`config.mk`:
```
export PLATFORM = sky130hd
export DESIGN_NAME = ball_collision_detector
export DESIGN_NICKNAME = d
export VERILOG_FILES = /design/src/rtl/ball_collision_detector.sv
export SDC_FILE = /design/constraint.sdc
export NUM_CORES = 1
export LEC_CHECK = 0
export BUFFER_PORTS_ARGS = -buffer_cell sky130_fd_sc_hd__buf_2
export CORE_MARGIN = 3
export CORE_UTILIZATION = 50
export CTS_CLUSTER_DIAMETER = 60
export CTS_CLUSTER_SIZE = 20
export DETAILED_ROUTE_END_ITERATION = 16
export PLACE_DENSITY = 0.87
export SYNTH_ARGS = -nofsm -noshare
export SYNTH_HDL_FRONTEND = slang
export SYNTH_SLANG_ARGS = --single-unit
```
`constraint.sdc`:
```
create_clock -name clk -period 4.3 [get_ports clk]
set_input_delay 0.86 -clock clk [delete_from_list [all_inputs] [get_ports clk]]
set_output_delay 0.86 -clock clk [all_outputs]
set_load 0.005 [all_outputs]
```
`src/rtl/ball_collision_detector.sv`:
```
// Per-pixel ball/object overlap detector: accumulates hits over a frame and reports them at the frame boundary.
// Optional per-frame overlap pixel counter enabled by defining COLLISION_COUNT_EN.
module ball_collision_detector #(
    parameter int HOLDOFF_FRAMES = 3,
    parameter int COORD_W        = 11
) (
    input  logic               clk,
    input  logic               resetN,
    input  logic               startOfFrame,
    input  logic [COORD_W-1:0] pixelX,
    input  logic [COORD_W-1:0] pixelY,
    input  logic               drawBall,
    input  logic               drawFlipper,
    input  logic               drawObstacle,
    input  logic               drawSpring,
    input  logic               drawBumper,
    output logic               collisionFlipper,
    output logic               collisionObstacle,
    output logic               collisionSpring,
    output logic               collisionBumper,
    output logic               anyCollision,
    output logic [2:0]         collisionCode,
    output logic [COORD_W-1:0] hitX,
    output logic [COORD_W-1:0] hitY,
    output logic [15:0]        collisionPixelCount
);

    typedef enum logic {WAIT_SOF, SCAN} state_t;

    localparam int HW = (HOLDOFF_FRAMES > 0) ? $clog2(HOLDOFF_FRAMES + 1) : 1;
    localparam logic [HW-1:0] HOLD_RELOAD = HW'(HOLDOFF_FRAMES);

    state_t             state, state_next;
    logic [3:0]         hit;          // bit 0 flipper, 1 obstacle, 2 spring, 3 bumper
    logic [3:0]         sticky;
    logic [3:0]         suppressed;
    logic [3:0]         fire;
    logic [3:0]         pulse_q;
    logic [3:0]         cap_type;     // one-hot type captured at the first hit
    logic               cap_valid;
    logic [COORD_W-1:0] cap_x, cap_y;
    logic [HW-1:0]      holdoff [4];
    logic [2:0]         report_code;
    logic               boundary;
    logic               scanning;

    function automatic logic [2:0] prio_code(input logic [3:0] v);
        if (v[0])      return 3'd1;
        else if (v[1]) return 3'd2;
        else if (v[2]) return 3'd3;
        else if (v[3]) return 3'd4;
        else           return 3'd0;
    endfunction

    assign hit      = {4{drawBall}} & {drawBumper, drawSpring, drawObstacle, drawFlipper};
    assign scanning = (state == SCAN);
    assign boundary = scanning & startOfFrame;

    always_ff @(posedge clk) begin
        if (!resetN) state <= WAIT_SOF;
        else         state <= state_next;
    end

    // NOTE: every signal written in always_comb gets a default first so no latch can be inferred.
    always_comb begin
        state_next = state;
        case (state)
            WAIT_SOF: if (startOfFrame) state_next = SCAN;
            SCAN:     state_next = SCAN;
            default:  state_next = WAIT_SOF;
        endcase
    end

    always_comb begin
        suppressed = '0;
        for (int t = 0; t < 4; t++) suppressed[t] = (holdoff[t] != '0);
        fire = sticky & ~suppressed;
        // A suppressed captured type falls back to the best type actually reported.
        report_code = (|(cap_type & fire)) ? prio_code(cap_type) : prio_code(fire);
    end

    // NOTE: sequential state uses non-blocking assignments so every register samples pre-edge values.
    always_ff @(posedge clk) begin
        if (!resetN) begin
            // NOTE: the small hold-off array is reset element by element; it is control state, not bulk storage.
            for (int t = 0; t < 4; t++) holdoff[t] <= '0;
            sticky        <= '0;
            pulse_q       <= '0;
            cap_type      <= '0;
            cap_valid     <= 1'b0;
            cap_x         <= '0;
            cap_y         <= '0;
            collisionCode <= '0;
            hitX          <= '0;
            hitY          <= '0;
        end else begin
            pulse_q <= boundary ? fire : 4'b0000;

            if (boundary) begin
                for (int t = 0; t < 4; t++) begin
                    if (fire[t])                 holdoff[t] <= HOLD_RELOAD;
                    else if (holdoff[t] != '0)   holdoff[t] <= holdoff[t] - 1'b1;
                end
                if (|fire) begin
                    collisionCode <= report_code;
                    hitX          <= cap_x;
                    hitY          <= cap_y;
                end
            end

            // The startOfFrame cycle's pixel is the first pixel of the new frame.
            if (startOfFrame) begin
                sticky    <= hit;
                cap_valid <= |hit;
                if (|hit) begin
                    cap_type <= hit & (~hit + 4'd1);
                    cap_x    <= pixelX;
                    cap_y    <= pixelY;
                end
            end else if (scanning) begin
                sticky <= sticky | hit;
                if (!cap_valid && (|hit)) begin
                    cap_valid <= 1'b1;
                    cap_type  <= hit & (~hit + 4'd1);
                    cap_x     <= pixelX;
                    cap_y     <= pixelY;
                end
            end
        end
    end

    assign collisionFlipper  = pulse_q[0];
    assign collisionObstacle = pulse_q[1];
    assign collisionSpring   = pulse_q[2];
    assign collisionBumper   = pulse_q[3];
    assign anyCollision      = |pulse_q;

`ifdef COLLISION_COUNT_EN
    logic [15:0] pix_cnt;
    logic [15:0] cnt_out;

    always_ff @(posedge clk) begin
        if (!resetN) begin
            pix_cnt <= '0;
            cnt_out <= '0;
        end else begin
            if (boundary) cnt_out <= pix_cnt;
            if (startOfFrame)
                pix_cnt <= {15'd0, |hit};
            else if (scanning && (|hit) && (pix_cnt != 16'hFFFF))
                pix_cnt <= pix_cnt + 16'd1;
        end
    end

    assign collisionPixelCount = cnt_out;
`else
    assign collisionPixelCount = 16'd0;
`endif

endmodule

```
==> flow_summary.toml <==
[outcome]
status = "finished, final reports clean"

[sta]
setup_viol_count_final = 0
drv_slew = 0
fmax_mhz = 417
whs_ns = 0.447
rsz0062_at_grt = "no"
slew_headroom_pct = 21.8
post-route-period-util_pct = 55.8
clock_skew_ns = 0.0146
finalHoldViolations = 0
finalWorstSetupSlack_ns = 1.90
fin_tns_setup_ns = 0
layout_min_cycle_time_ns = 2.40
worst_pin_slew_ns = 1.17

[run]
maxCapViolations = 0

[detailed_routing]
viasPerCell = 5.04
antenna_left = 0
vias = 2280
wirelength_um = 5870
wl_per_cell_um = 13.0
route.detailed.drc = 0
drt_iter0_drc = 101
drt_first_pass_iters = 5

[placed_design]
portBuffers = 59
place_area_mm2 = 0.00326
post-place-ws_ns = 1.51
post-place-cells = 436
dp_hpwl_um = 4110
gp_congestion = 0.890

[power]
p_total_mw = 1.26
ir_drop_mv = 0.214
p_leak_nw = 1.51
p_per_area_mw_per_mm2 = 367

[clock_tree]
clk_latency_ns = 0.34
hold_buffers = 0
clock_sinks = 69
root_buffer = "clkbuf_8"
htree_levels = 3
cts_setup_buffers = 0
clockBufferDepth = 2
clk_pin_slew_ns = 0.08
cts_resized = 0
numCtsBuffers = 9
cts_tree = "yes"

[finish]
num_antenna_cells = 0
utilization_pct = 60.3
fin_cells = 452
drive_above_1_share_pct = 21.3
nets = 410
area_growth_syn_to_layout_pct = 12.8
design_area_mm2 = 0.00342

[worst_setup_path]
path_max_fanout = 26
r2r_setup_slack_ns = 2.01
crit_type = "primary input to register"
cp.arrival_ns = 2.63
endpoint_kind = "register"
worstPathRequired_ns = 4.54
start_kind = "primary input"

[synth]
yosysWarnings = 0
yosysSeqAreaShare_pct = 48.1
synthMostInstantiatedCell = "dfxtp_1"
synth_top_cell_area_share_pct = 40.2
syn_area_per_cell_um2 = 9.46
synth_cell_types = 39
yosysTopAreaCell = "dfxtp_1"
synth_xor_area_share_pct = 0
synth_edf_count = 8
synth-seq-cells = 69
ys_top_cells_by_area = "dfxtp_1 40%, edfxtp_1 7.9%, mux2i_1 7.6%"
synth_compound_area_share_pct = 14.0
synth-simple-area-share_pct = 18.6
ys_async_sr_fraction_pct = 0
netlist_instances = 321
synth_fa_ha_area_share_pct = 2.06
synthTopCellsByCount = "61 x dfxtp_1, 54 x nand2_1, 32 x nor2b_1"
synth_top_family_by_area = "simple AND/OR/NAND/NOR gates"
synth-main-ff-cell = "dfxtp_1"
netlist_area_mm2 = 0.00304
synth_mux_area_share_pct = 7.95

[die]
die_h_um = 83.9
core_mm2 = 0.00568
initial_utilization_pct = 53.5
die-area_mm2 = 0.00704
fp.dieW_um = 83.9
rows = 27
io_pins = 76

[grt]
grt_pass1_wl_um = 10100
grt_pass1_vias = 2290
grt_overflow = 0
antenna_found_initial = 0
track_usage_pct = 17.5
grt_max_degree = 65

[hold_path]
hp-class = "register to register"
[cell families after synthesis]
group,after synthesis
compound gates,63
fa+ha+maj,5
buf+inv,43
flops,69
mux,24
other cells,1
simple gates,116
[report_power, final]
part	total, mW	switching (mW)	internal (mW)
Sequential	0.689	0.0143	0.674
Clock	0.451	0.243	0.208
Combinational	0.117	0.0643	0.0525
[final cells by class]
class	count	area, um^2
Clock inverter	6	40.0
Fill cell	485	2250
Clock buffer	10	128
Inverter	12	45.0
Multi-Input combinational cell	224	1370
Tap cell	72	90.1
Timing Repair Buffer	59	295
Sequential cell	69	1460
[layout by cell type (no fill, tap or decap), drive strengths merged]
cell / synthesis / routed
ha: 5 / 5
clkinvlp: 0 / 1
buf: 22 / 59
inv: 12 / 12
dfxtp: 61 / 61
nand3: 9 / 9
a221o: 1 / 1
nor2: 10 / 10
o21ai: 11 / 11
clkinv: 0 / 5
nand4b: 1 / 1
a22oi: 1 / 1
nand2: 54 / 54
a21boi: 26 / 26
nand4: 1 / 1
edfxtp: 8 / 8
nor4b: 1 / 1
conb: 1 / 16
a31oi: 1 / 1
nand2b: 1 / 1
or4: 1 / 1
mux2i: 23 / 23
mux2: 1 / 1
nor3: 1 / 1
a32oi: 1 / 1
clkbuf: 9 / 10
or3: 1 / 1
a21oi: 15 / 15
or2: 2 / 2
and3: 2 / 2
a21o: 2 / 2
o221ai: 1 / 1
o21a: 3 / 3
a222oi: 1 / 1
nor2b: 32 / 32
[final timing paths]
path | startpoint | end | cells past startpoint
worst min-delay path | cap_y[6]$_SDFFE_PN0P_ | hitY[6]$_SDFFE_PN0P_ | 2
worst min register to register | cap_y[6]$_SDFFE_PN0P_ | hitY[6]$_SDFFE_PN0P_ | 2
worst max register to register | holdoff[0][0]$_SDFFCE_PN0P_ | collisionCode[1]$_SDFFE_PN0P_ | 6
worst max-delay path | drawFlipper | cap_x[8]$_SDFFE_PN0P_ | 5
[sequential cells by signal, indices dropped and copies added (netlist names)]
name / count
hitY: 11
hitX: 11
cap_valid: 1
collisionCode: 3
cap_x: 11
sticky: 4
cap_y: 11
scanning: 1
cap_type: 4
pulse_q: 4
holdoff: 8
[critical path, stage by stage]
cell	delay (ns)
buf_2	0.13
or3_4	0.41
o221ai_4	0.85
mux2i_1	0.29
nor2b_1	0.07
[routing by layer]
layer	GRT usage, %	wire length (um)
met3	4.74	369
met2	28.1	2740
met1	21.6	2640
met4	9.06	116
met5	0	0
Note: power is estimated with default switching activity, not from simulation.
